### src/rtl/cpumc_pkg.sv
// Shared encodings and widths for the CPU memory-bus arbiter.
package cpumc_pkg;

   localparam int unsigned ADDR_W = 16;
   localparam int unsigned DATA_W = 8;

   localparam logic [1:0] OWNER_CPU  = 2'd0;
   localparam logic [1:0] OWNER_HCI  = 2'd1;
   localparam logic [1:0] OWNER_DMA  = 2'd2;
   localparam logic [1:0] OWNER_NONE = 2'd3;

   typedef enum logic [2:0] {
      ST_CPU,
      ST_STALL,
      ST_HCI,
      ST_DMA,
      ST_GUARD
   } state_t;

endpackage

### src/rtl/cpumc_arbiter_if.sv
// CPU memory-bus signal bundle: three requester ports, the shared bus and arbiter status.
interface cpumc_arbiter_if;
   import cpumc_pkg::*;

   logic [ADDR_W-1:0] cpu_a_in;
   logic              cpu_r_nw_in;
   logic [DATA_W-1:0] cpu_d_in;
   logic              cpu_rdy_out;

   logic              hci_req_in;
   logic              hci_gnt_out;
   logic [ADDR_W-1:0] hci_a_in;
   logic              hci_r_nw_in;
   logic [DATA_W-1:0] hci_d_in;

   logic              dma_req_in;
   logic              dma_gnt_out;
   logic [ADDR_W-1:0] dma_a_in;
   logic              dma_r_nw_in;
   logic [DATA_W-1:0] dma_d_in;

   logic [ADDR_W-1:0] mc_a_out;
   logic              mc_r_nw_out;
   logic [DATA_W-1:0] mc_d_out;
   logic [1:0]        owner_out;
   logic              protocol_err_out;

   modport slave (
      input  cpu_a_in, cpu_r_nw_in, cpu_d_in,
      input  hci_req_in, hci_a_in, hci_r_nw_in, hci_d_in,
      input  dma_req_in, dma_a_in, dma_r_nw_in, dma_d_in,
      output cpu_rdy_out, hci_gnt_out, dma_gnt_out,
      output mc_a_out, mc_r_nw_out, mc_d_out, owner_out, protocol_err_out
   );

   modport master (
      output cpu_a_in, cpu_r_nw_in, cpu_d_in,
      output hci_req_in, hci_a_in, hci_r_nw_in, hci_d_in,
      output dma_req_in, dma_a_in, dma_r_nw_in, dma_d_in,
      input  cpu_rdy_out, hci_gnt_out, dma_gnt_out,
      input  mc_a_out, mc_r_nw_out, mc_d_out, owner_out, protocol_err_out
   );

endinterface

### src/rtl/cpumc_arbiter.sv
// Shares the CPU memory bus between the rp2a03, HCI and DMA. The CPU is stalled via RDY
// and the bus only changes hands on a CPU read cycle, since RDY cannot halt a 6502 write.
module cpumc_arbiter
   import cpumc_pkg::*;
#(
   parameter int unsigned GUARD_CYCLES = 1,
   parameter int unsigned MAX_WR_WAIT  = 3
) (
   input  logic           clk_in,
   input  logic           rst_in,
   cpumc_arbiter_if.slave bus
);

   localparam logic [7:0] WR_LIMIT   = 8'(MAX_WR_WAIT);
   localparam logic [3:0] GUARD_LAST = 4'(GUARD_CYCLES - 1);

   state_t     state, state_nxt;
   logic       rdy, rdy_nxt;
   logic       hci_gnt, hci_gnt_nxt;
   logic       dma_gnt, dma_gnt_nxt;
   logic [1:0] owner, owner_nxt;
   logic       err, err_nxt;
   logic [3:0] guard_cnt, guard_nxt;
   logic [7:0] wr_wait, wr_wait_nxt;

   logic       any_req;
   state_t     resume_state, rel_state;
   logic       resume_rdy, rel_rdy;
   logic [1:0] resume_owner, rel_owner;

   assign any_req = bus.hci_req_in | bus.dma_req_in;

   // Where to go once nobody owns the bus: back to STALL if someone is waiting, else CPU.
   // A release enters GUARD first unless the guard window is configured away.
   always_comb begin
      resume_state = ST_CPU;
      resume_rdy   = 1'b1;
      resume_owner = OWNER_CPU;
      if (any_req) begin
         resume_state = ST_STALL;
         resume_rdy   = 1'b0;
         resume_owner = OWNER_NONE;
      end
      rel_state = ST_GUARD;
      rel_rdy   = 1'b0;
      rel_owner = OWNER_NONE;
      if (GUARD_CYCLES == 0) begin
         rel_state = resume_state;
         rel_rdy   = resume_rdy;
         rel_owner = resume_owner;
      end
   end

   always_comb begin
      state_nxt   = state;
      rdy_nxt     = 1'b0;
      owner_nxt   = OWNER_NONE;
      hci_gnt_nxt = 1'b0;
      dma_gnt_nxt = 1'b0;
      guard_nxt   = '0;
      wr_wait_nxt = '0;
      err_nxt     = err;
      unique case (state)
         ST_CPU: begin
            if (any_req) begin
               state_nxt = ST_STALL;
            end else begin
               rdy_nxt   = 1'b1;
               owner_nxt = OWNER_CPU;
            end
         end
         ST_STALL: begin
            if (!any_req) begin
               state_nxt = resume_state;
               rdy_nxt   = resume_rdy;
               owner_nxt = resume_owner;
            end else if (bus.cpu_r_nw_in) begin
               if (bus.hci_req_in) begin
                  state_nxt   = ST_HCI;
                  hci_gnt_nxt = 1'b1;
                  owner_nxt   = OWNER_HCI;
               end else begin
                  state_nxt   = ST_DMA;
                  dma_gnt_nxt = 1'b1;
                  owner_nxt   = OWNER_DMA;
               end
            end else begin
               // CPU still writing: keep waiting, flag a CPU that never reaches a read.
               wr_wait_nxt = (wr_wait == '1) ? wr_wait : wr_wait + 8'd1;
               if (wr_wait >= WR_LIMIT) err_nxt = 1'b1;
            end
         end
         ST_HCI: begin
            if (bus.hci_req_in) begin
               hci_gnt_nxt = 1'b1;
               owner_nxt   = OWNER_HCI;
            end else begin
               state_nxt = rel_state;
               rdy_nxt   = rel_rdy;
               owner_nxt = rel_owner;
            end
         end
         ST_DMA: begin
            if (bus.dma_req_in) begin
               dma_gnt_nxt = 1'b1;
               owner_nxt   = OWNER_DMA;
            end else begin
               state_nxt = rel_state;
               rdy_nxt   = rel_rdy;
               owner_nxt = rel_owner;
            end
         end
         ST_GUARD: begin
            if (guard_cnt == GUARD_LAST) begin
               state_nxt = resume_state;
               rdy_nxt   = resume_rdy;
               owner_nxt = resume_owner;
            end else begin
               guard_nxt = guard_cnt + 4'd1;
            end
         end
         default: begin
            state_nxt = ST_CPU;
            rdy_nxt   = 1'b1;
            owner_nxt = OWNER_CPU;
         end
      endcase
   end

   always_ff @(posedge clk_in or posedge rst_in) begin
      if (rst_in) begin
         state     <= ST_CPU;
         rdy       <= 1'b1;
         hci_gnt   <= 1'b0;
         dma_gnt   <= 1'b0;
         owner     <= OWNER_CPU;
         err       <= 1'b0;
         guard_cnt <= '0;
         wr_wait   <= '0;
      end else begin
         state     <= state_nxt;
         rdy       <= rdy_nxt;
         hci_gnt   <= hci_gnt_nxt;
         dma_gnt   <= dma_gnt_nxt;
         owner     <= owner_nxt;
         err       <= err_nxt;
         guard_cnt <= guard_nxt;
         wr_wait   <= wr_wait_nxt;
      end
   end

   // While nobody owns the bus the CPU address is presented but writes are suppressed.
   always_comb begin
      bus.mc_a_out    = bus.cpu_a_in;
      bus.mc_r_nw_out = 1'b1;
      bus.mc_d_out    = bus.cpu_d_in;
      unique case (state)
         ST_CPU: bus.mc_r_nw_out = bus.cpu_r_nw_in;
         ST_HCI: begin
            bus.mc_a_out    = bus.hci_a_in;
            bus.mc_r_nw_out = bus.hci_r_nw_in;
            bus.mc_d_out    = bus.hci_d_in;
         end
         ST_DMA: begin
            bus.mc_a_out    = bus.dma_a_in;
            bus.mc_r_nw_out = bus.dma_r_nw_in;
            bus.mc_d_out    = bus.dma_d_in;
         end
         default: ;
      endcase
   end

   assign bus.cpu_rdy_out      = rdy;
   assign bus.hci_gnt_out      = hci_gnt;
   assign bus.dma_gnt_out      = dma_gnt;
   assign bus.owner_out        = owner;
   assign bus.protocol_err_out = err;

endmodule

### src/flat_wrapper.sv
// flat-port wrapper written by rule: the top's interface ports become plain ports
module cpumc_arbiter_flat import cpumc_pkg::*;
#(
   parameter int unsigned GUARD_CYCLES = 1,
   parameter int unsigned MAX_WR_WAIT  = 3
)
  (clk_in, rst_in, bus_cpu_a_in, bus_cpu_r_nw_in, bus_cpu_d_in, bus_hci_req_in, bus_hci_a_in, bus_hci_r_nw_in, bus_hci_d_in, bus_dma_req_in, bus_dma_a_in, bus_dma_r_nw_in, bus_dma_d_in, bus_cpu_rdy_out, bus_hci_gnt_out, bus_dma_gnt_out, bus_mc_a_out, bus_mc_r_nw_out, bus_mc_d_out, bus_owner_out, bus_protocol_err_out);
  cpumc_arbiter_if bus_i ();
  input  logic clk_in;
  input  logic rst_in;
  input wire logic [$bits(bus_i.cpu_a_in)-1:0] bus_cpu_a_in;
  input wire logic [$bits(bus_i.cpu_r_nw_in)-1:0] bus_cpu_r_nw_in;
  input wire logic [$bits(bus_i.cpu_d_in)-1:0] bus_cpu_d_in;
  input wire logic [$bits(bus_i.hci_req_in)-1:0] bus_hci_req_in;
  input wire logic [$bits(bus_i.hci_a_in)-1:0] bus_hci_a_in;
  input wire logic [$bits(bus_i.hci_r_nw_in)-1:0] bus_hci_r_nw_in;
  input wire logic [$bits(bus_i.hci_d_in)-1:0] bus_hci_d_in;
  input wire logic [$bits(bus_i.dma_req_in)-1:0] bus_dma_req_in;
  input wire logic [$bits(bus_i.dma_a_in)-1:0] bus_dma_a_in;
  input wire logic [$bits(bus_i.dma_r_nw_in)-1:0] bus_dma_r_nw_in;
  input wire logic [$bits(bus_i.dma_d_in)-1:0] bus_dma_d_in;
  output wire logic [$bits(bus_i.cpu_rdy_out)-1:0] bus_cpu_rdy_out;
  output wire logic [$bits(bus_i.hci_gnt_out)-1:0] bus_hci_gnt_out;
  output wire logic [$bits(bus_i.dma_gnt_out)-1:0] bus_dma_gnt_out;
  output wire logic [$bits(bus_i.mc_a_out)-1:0] bus_mc_a_out;
  output wire logic [$bits(bus_i.mc_r_nw_out)-1:0] bus_mc_r_nw_out;
  output wire logic [$bits(bus_i.mc_d_out)-1:0] bus_mc_d_out;
  output wire logic [$bits(bus_i.owner_out)-1:0] bus_owner_out;
  output wire logic [$bits(bus_i.protocol_err_out)-1:0] bus_protocol_err_out;
  assign bus_i.cpu_a_in = bus_cpu_a_in;
  assign bus_i.cpu_r_nw_in = bus_cpu_r_nw_in;
  assign bus_i.cpu_d_in = bus_cpu_d_in;
  assign bus_i.hci_req_in = bus_hci_req_in;
  assign bus_i.hci_a_in = bus_hci_a_in;
  assign bus_i.hci_r_nw_in = bus_hci_r_nw_in;
  assign bus_i.hci_d_in = bus_hci_d_in;
  assign bus_i.dma_req_in = bus_dma_req_in;
  assign bus_i.dma_a_in = bus_dma_a_in;
  assign bus_i.dma_r_nw_in = bus_dma_r_nw_in;
  assign bus_i.dma_d_in = bus_dma_d_in;
  assign bus_cpu_rdy_out = bus_i.cpu_rdy_out;
  assign bus_hci_gnt_out = bus_i.hci_gnt_out;
  assign bus_dma_gnt_out = bus_i.dma_gnt_out;
  assign bus_mc_a_out = bus_i.mc_a_out;
  assign bus_mc_r_nw_out = bus_i.mc_r_nw_out;
  assign bus_mc_d_out = bus_i.mc_d_out;
  assign bus_owner_out = bus_i.owner_out;
  assign bus_protocol_err_out = bus_i.protocol_err_out;
  cpumc_arbiter #(.GUARD_CYCLES(GUARD_CYCLES), .MAX_WR_WAIT(MAX_WR_WAIT)) u_core (.clk_in(clk_in), .rst_in(rst_in), .bus(bus_i));
endmodule
### config.mk
export PLATFORM = sky130hd
export DESIGN_NAME = cpumc_arbiter_flat
export DESIGN_NICKNAME = d
export VERILOG_FILES = /design/src/rtl/cpumc_pkg.sv /design/src/rtl/cpumc_arbiter_if.sv /design/src/rtl/cpumc_arbiter.sv /design/src/flat_wrapper.sv
export SDC_FILE = /design/constraint.sdc
export NUM_CORES = 1
export LEC_CHECK = 0
export CORE_UTILIZATION = 33
export DETAILED_ROUTE_END_ITERATION = 10
export PLACE_DENSITY = 0.77
export SKIP_LAST_GASP = 1
export SLEW_MARGIN = 15
export SYNTH_ARGS = -nofsm -noshare
export SYNTH_HDL_FRONTEND = slang
export SYNTH_SLANG_ARGS = --single-unit
### constraint.sdc
create_clock -name clk_in -period 1.6 [get_ports clk_in]
set_clock_uncertainty 0.15 [all_clocks]
set_input_delay 0.16 -clock clk_in [delete_from_list [all_inputs] [get_ports clk_in]]
set_output_delay 0.16 -clock clk_in [all_outputs]
set_load 0.005 [all_outputs]
==> qor.yml, run 1 <==
avgViaCountPerCell: 5.10
globalplace.congestion: 0.882
diodes: 0
area_growth_syn_to_layout_pct: 106
cts-root-buf: "clkbuf_8"
drtAntennaViolNets: 0
crit_path_start_kind: "flop"
avgRoutedWirePerCell_um: 15.4
rows: 25
ys_seq_elements: 21
fin_tns_setup_ns: -3.56
tightest_slew_ns: 0.275
powerDensity_nw_per_um2: 1290
outcome: "complete, but fails checks"
crit_arrival_ns: 1.47
final_layout_size_suffix_gt1_share_pct: 37.8
relSlewSlack_pct: 81.2
pin_count: 110
cts_sinks: 21
grt_max_degree: 26
antenna_found_initial: 0
synth_area_per_cell_um2: 8.20
path_cells: "or2b_4 > clkbuf_16 > nand2_1 > o21ai_2 > buf_2"
leakagePower_nw: 1.55
die_y_um: 72.7
cp-end-kind: "output pin"
rr_endpoint: "u_core.state[0]"
instances_no_fill: 411
hpwl_um: 4200
ir_drop_v: 0.000741
crit_start: "u_core.state[1]"
grt-ovfl-total: 0
drc_errors: 0
cp.required_ns: 1.29
initial_utilization_pct: 34.7
syn-cell-area_um2: 1650
dpl.cell_count: 390
fp.coreArea_um2: 4750
r2r_start: "u_core.state[1]"
slowest_delay_ns: 0.39
syn_nets: 283
syn-instance-count: 201
drtIter0Drc: 79
grt.total_usage_pct: 21.1
cts.clk_slew.worst_paths_ns: 0.08
clkLatencyLatePin_ns: 0.26
nNetsFinal: 427
ctsHoldBuffers: 0
cap_violations: 0
worst_slack_ns: -0.176
hold_class: "in -> async"
routed_wl_um: 6350
hold_viol_final: 0
cts_tree: "built"
rrSetupSlack_ns: -0.12
layout.cells.most_common_list: "clkdlybuf4s50_1 (83), buf_4 (32), mux2i_1 (26)"
crit_path_max_fanout: 8
cts-htree-levels: 1
cts_buffers: 3
crit_type: "reg -> out"
vias: 2095
dr.pass1.iters: 4
reg2reg_depth: 5
final_common_cell: "clkdlybuf4s50_1"
post_synth_num_cell_types: 41
finalCritPeriodShare_pct: 111
ys_warn_count: 0
die-area_um2: 5280
grt_pass1_vias: 1932
clock.fmax_mhz: 563
worst_path_max_delay_cell: "dfrtp_1"
yosysSeqAreaShare_pct: 31.9
slew_violations: 0
fin_crit_ns: 1.78
grt_pass1_wl_um: 8690
rsz0062_at_grt: "true"
dp_slack_ns: -0.340
port_buffers: 109
final-setup-viol-count: 27
die_w_um: 72.7
violations: "setup timing"
cts_buffer_depth: 2
## worst max path at each step
stage | end | slack (ns) | cells past startpoint
CTS | bus_mc_a_out[8] | -0.21 | 5
floorplan | u_core.bus.protocol_err_out | 0.03 | 4
finish | bus_mc_d_out[0] | -0.18 | 5
global placement | bus_mc_d_out[0] | -0.33 | 4
global route | bus_mc_d_out[2] | -0.21 | 5
detailed placement | bus_mc_a_out[12] | -0.34 | 4
## cell usage after synthesis, drive strengths merged
library cell	number	area share, %
ha	3	2.3
buf	9	3.6
o21ai	28	8.5
or2	1	0.38
dfstp	1	1.6
nand3	6	1.8
a311oi	1	0.91
or2b	2	0.91
inv	4	0.91
nand3b	1	0.46
a22oi	1	0.46
o2111ai	1	0.53
mux2	1	0.68
xor2	2	1.1
a211oi	2	0.91
o221ai	2	1.1
a21bo	1	0.61
and4	1	0.53
clkbuf	4	0.91
dfrtp	20	30
nor3	7	2.4
nand4	1	0.38
o211ai	1	0.46
nor4bb	1	0.61
and3	5	1.9
mux2i	27	16
xnor2	2	1.1
a21oi	6	1.8
or4	1	0.46
nand2b	3	1.1
or3b	1	0.53
and4b	1	0.61
nor4	1	0.38
nor2b	2	0.76
a22o	1	0.53
nand2	32	7.3
o21bai	3	1.4
nor2	15	3.4
## cell families after synthesis
family	count (synthesis)	share of synthesized area [%]
DFF	21	31.9
buffers and inverters	17	5.46
adders and majority gates	3	2.28
muxes	28	17.1
xor gates and xnor gates	4	2.12
and+or+nand+nor	81	24.0
AOI/OAI and AO/OA	47	17.1
## state kept, by name, summed over array words and instances, names as in the netlist
register / count
u_core.bus.hci_gnt_out: 1
u_core.state: 3
u_core.guard_cnt: 4
u_core.bus.dma_gnt_out: 1
u_core.bus.cpu_rdy_out: 1
u_core.bus.owner_out: 2
u_core.bus.protocol_err_out: 1
u_core.wr_wait: 8
## layout make-up
cell class | count | area, um2
multi-input cells | 163 | 1300
inverters | 4 | 15.0
fillers | 366 | 1370
clock buffers | 4 | 45.0
repair buffers | 152 | 1420
well taps | 67 | 83.8
flip-flops and latches | 21 | 528
## metal layers
metal	GRT usage (%)	vias to the layer above	part of all wire, %
li1	-	1002	-
met1	24.3	989	38
met2	36.3	86	51
met3	7.73	18	7.7
met4	6.97	0	3.0
met5	0	-	0
## worst max-delay path: cells and delay by family (launching register included)
family          cells  cell delay [ns]
flops               1             0.39
compound gates      1             0.06
buf+inv             2             0.33
simple gates        2             0.41
## through the flow
step                      hold slack, ns  power, mW  utilization, %  area [um2]
final                             0.0784       4.37            71.3        3390
after global routing               0.103       4.62            71.3        3390
after CTS                         0.0902       3.84            66.5        3160
after detailed placement           0.320       3.19            62.5        2970
after global placement             0.308       3.17            62.5        2970
after floorplan                  -0.0142       1.94               -        1650
## report_power, final
group / internal [mW] / switching, mW
registers: 0.638 / 0.0520
logic: 1.80 / 1.52
clock network: 0.178 / 0.181
## timing repair
action | in CTS | in global routing
resized for setup | 103 | 91
pin swaps | 1 | 32
buffers inserted | 6 | 5
setup endpoints to repair | 28 | 42
gates cloned | 1 | 6
Note: power is estimated with default switching activity, not from simulation.
==> run 2, diff against run 1 <==
--- a/config.mk
+++ b/config.mk
@@ -8,6 +8,7 @@
 export CORE_UTILIZATION = 33
 export DETAILED_ROUTE_END_ITERATION = 10
 export PLACE_DENSITY = 0.77
+export SETUP_SLACK_MARGIN = 0.2
 export SKIP_LAST_GASP = 1
 export SLEW_MARGIN = 15
 export SYNTH_ARGS = -nofsm -noshare
==> qor.yml, run 2 (synthesis results as in run 1) <==
drt-met1-wl_um: 2440  # was 2410 um
outcome: "complete, but fails checks"  # unchanged
hold_class: "in -> async"  # unchanged
clkLatencyLatePin_ns: 0.26  # about the same
dr_wl_met3_um: 602  # was 491 um
hpwl_um: 4250  # was 4200 um
grt_pass1_vias: 2071  # was 1,932
dr.pass1.iters: 4  # unchanged
p_sw_mw: 1.89  # was 1.76 mW
globalplace.congestion: 0.824  # was 0.882
ctsHoldBuffers: 0  # unchanged
top_register: "u_core.wr_wait"  # unchanged
rsz0062_at_grt: "true"  # unchanged
leakagePower_nw: 1.69  # was 1.55 nW
place_area_um2: 3040  # was 2970 um2
crit_path_max_fanout: 8  # unchanged
slew_violations: 0  # unchanged
seqPwrFrac_pct: 14.1  # was 15.8%
grt.total_usage_pct: 23.0  # was 21.1%
cts-htree-levels: 1  # unchanged
final_common_cell: "clkdlybuf4s50_1"  # unchanged
post-route-cell-area_um2: 3680  # was 3390 um2
whs_ns: 0.0691  # was 0.0784 ns
grt_pass1_wl_um: 9470  # was 8690 um
antenna_found_initial: 0  # unchanged
power_mw: 5.01  # was 4.37 mW
layout.cells.most_common_list: "clkdlybuf4s50_1 (78), buf_4 (31), mux2i_1 (23)"  # was clkdlybuf4s50_1 (83), buf_4 (32), mux2i_1 (26)
final_layout_size_suffix_gt1_share_pct: 43.7  # was 37.8%
avgViaCountPerCell: 5.12  # was 5.10
crit_path_start_kind: "flop"  # unchanged
cts-root-buf: "clkbuf_8"  # unchanged
violations: "setup timing"  # unchanged
rows: 25  # unchanged
cts_buffers: 3  # unchanged
avgRoutedWirePerCell_um: 15.8  # was 15.4 um
top_layer_used: "met4"  # unchanged
diodes: 0  # unchanged
finalCritPeriodShare_pct: 117  # was 111%
nNetsFinal: 442  # was 427
reg_top3: "u_core.wr_wait x8, u_core.guard_cnt x4, u_core.state x3"  # unchanged
initial_utilization_pct: 34.7  # unchanged
grt-ovfl-total: 0  # unchanged
rrSetupSlack_ns: -0.06  # was -0.12 ns
drtAntennaViolNets: 0  # unchanged
worst_slack_ns: -0.267  # was -0.176 ns
power_frac_clock_pct: 7.1  # was 8.2%
powerDensity_nw_per_um2: 1360  # was 1290 nW/um2
cts_tree: "built"  # unchanged
routed_wl_um: 6750  # was 6350 um
pin_count: 110  # unchanged
relSlewSlack_pct: 79.6  # was 81.2%
area_growth_syn_to_layout_pct: 123  # was 106%
die_w_um: 72.7  # unchanged
clock.fmax_mhz: 536  # was 563 MHz
fp.coreArea_um2: 4750  # unchanged
die-area_um2: 5280  # unchanged
grt_max_degree: 22  # was 26
cts_sinks: 21  # unchanged
final-setup-viol-count: 28  # was 27
cts.clk_slew.worst_paths_ns: 0.08  # about the same
ir_drop_v: 0.000666  # was 0.000741 V
cap_violations: 0  # unchanged
fin_crit_ns: 1.87  # was 1.78 ns
tightest_slew_ns: 0.305  # was 0.275 ns
cts_buffer_depth: 2  # unchanged
power.internal_mw: 3.12  # was 2.62 mW
die_y_um: 72.7  # unchanged
drc_errors: 0  # unchanged
vias: 2181  # was 2,095
cp.required_ns: 1.29  # about the same
cp-end-kind: "output pin"  # unchanged
largest_register_ff_count: 8  # unchanged
drtIter0Drc: 131  # was 79
crit_arrival_ns: 1.56  # was 1.47 ns
crit_type: "reg -> out"  # unchanged
met2_length_um: 3560  # was 3250 um
swShare_pct: 37.7  # was 40.1%
hold_viol_final: 0  # unchanged
port_buffers: 109  # unchanged
comb_power_share_pct: 78.8  # was 76.0%
run 2: cell types whose count changed in the layout (fill, tap and decap cells not counted), moves of 3 or more:
cell / delta
buf_6: +9
buf_8: +3
clkdlybuf4s50_1: -5
dlygate4sd2_1: +3
mux2i_1: -3
mux2i_2: +3
nand2_1: +4
nand2_4: -3
nor3_1: -3
nor3_2: +3
run 2: final timing paths:
kind	startpoint	to	cells after the start
worst max-delay path	u_core.state[2]	bus_mc_a_out[14]	5
worst min-delay path	rst_in	u_core.wr_wait[0]	3
worst max register to register	u_core.state[0]	u_core.state[0]	6
worst min register to register	u_core.guard_cnt[0]	u_core.guard_cnt[0]	2
max in group asynchronous	rst_in	u_core.bus.cpu_rdy_out	3
min in group clk_in	u_core.guard_cnt[0]	u_core.guard_cnt[0]	2
run 2: timing repair:
item | 4_1_cts | 5_1_grt
endpoints found under the setup margin | 45 | 45
buffers inserted | 10 | 11
gates resized for setup | 99 | 117
cloned | 1 | 6
hold endpoints to repair | 0 | 0
pin swaps | 7 | 23
run 2: power groups by stage:
stage | registers (mW) | logic, mW | clock network [mW]
after floorplan | 0.710 | 1.35 | 0
after global placement | 0.728 | 2.56 | 0
after detailed placement | 0.731 | 2.60 | 0
after CTS | 0.684 | 2.85 | 0.356
after global routing | 0.715 | 4.18 | 0.380
final | 0.705 | 3.95 | 0.354
run 2: layer usage:
layer / global-route usage [%] / vias up
met2: 42.7 / 94
met3: 7.73 / 12
met1: 24.4 / 1032
met4: 6.97 / 0
li1: - / 1043
met5: 0 / -
run 2: layout make-up:
cell class / count / area, um2
clock buffer: 3 / 41.3
clock inverter: 1 / 5.00
tap: 67 / 83.8
fill: 333 / 1070
multi-input combinational: 163 / 1350
inverter: 4 / 15.0
sequential: 21 / 529
timing repair buffer: 167 / 1660
run 2: through the flow:
step | setup TNS, ns | worst slack (ns) | instances | util (%)
2_1_floorplan | 0 | 0.0350 | 201 | -
3_5_place_dp | -7.12 | -0.298 | 394 | 63.9
4_1_cts | -4.57 | -0.258 | 409 | 68.2
3_3_place_gp | -6.27 | -0.239 | 394 | 63.9
6_report | -5.06 | -0.267 | 426 | 77.4
5_1_grt | -6.50 | -0.314 | 426 | 77.4
run 2: critical path, stage by stage (launching register included):
cell	delay (ns)
dfrtp_1	0.39
or2b_4	0.34
buf_6	0.15
clkbuf_16	0.15
o21ai_1	0.13
buf_2	0.12
==> run 3, diff against run 2 <==
--- a/config.mk
+++ b/config.mk
@@ -5,6 +5,7 @@
 export SDC_FILE = /design/constraint.sdc
 export NUM_CORES = 1
 export LEC_CHECK = 0
+export CAP_MARGIN = 20
 export CORE_UTILIZATION = 33
 export DETAILED_ROUTE_END_ITERATION = 10
 export PLACE_DENSITY = 0.77
==> results of run 3 <==
The final DEF is identical to that of run 2; final timing and power are the same.
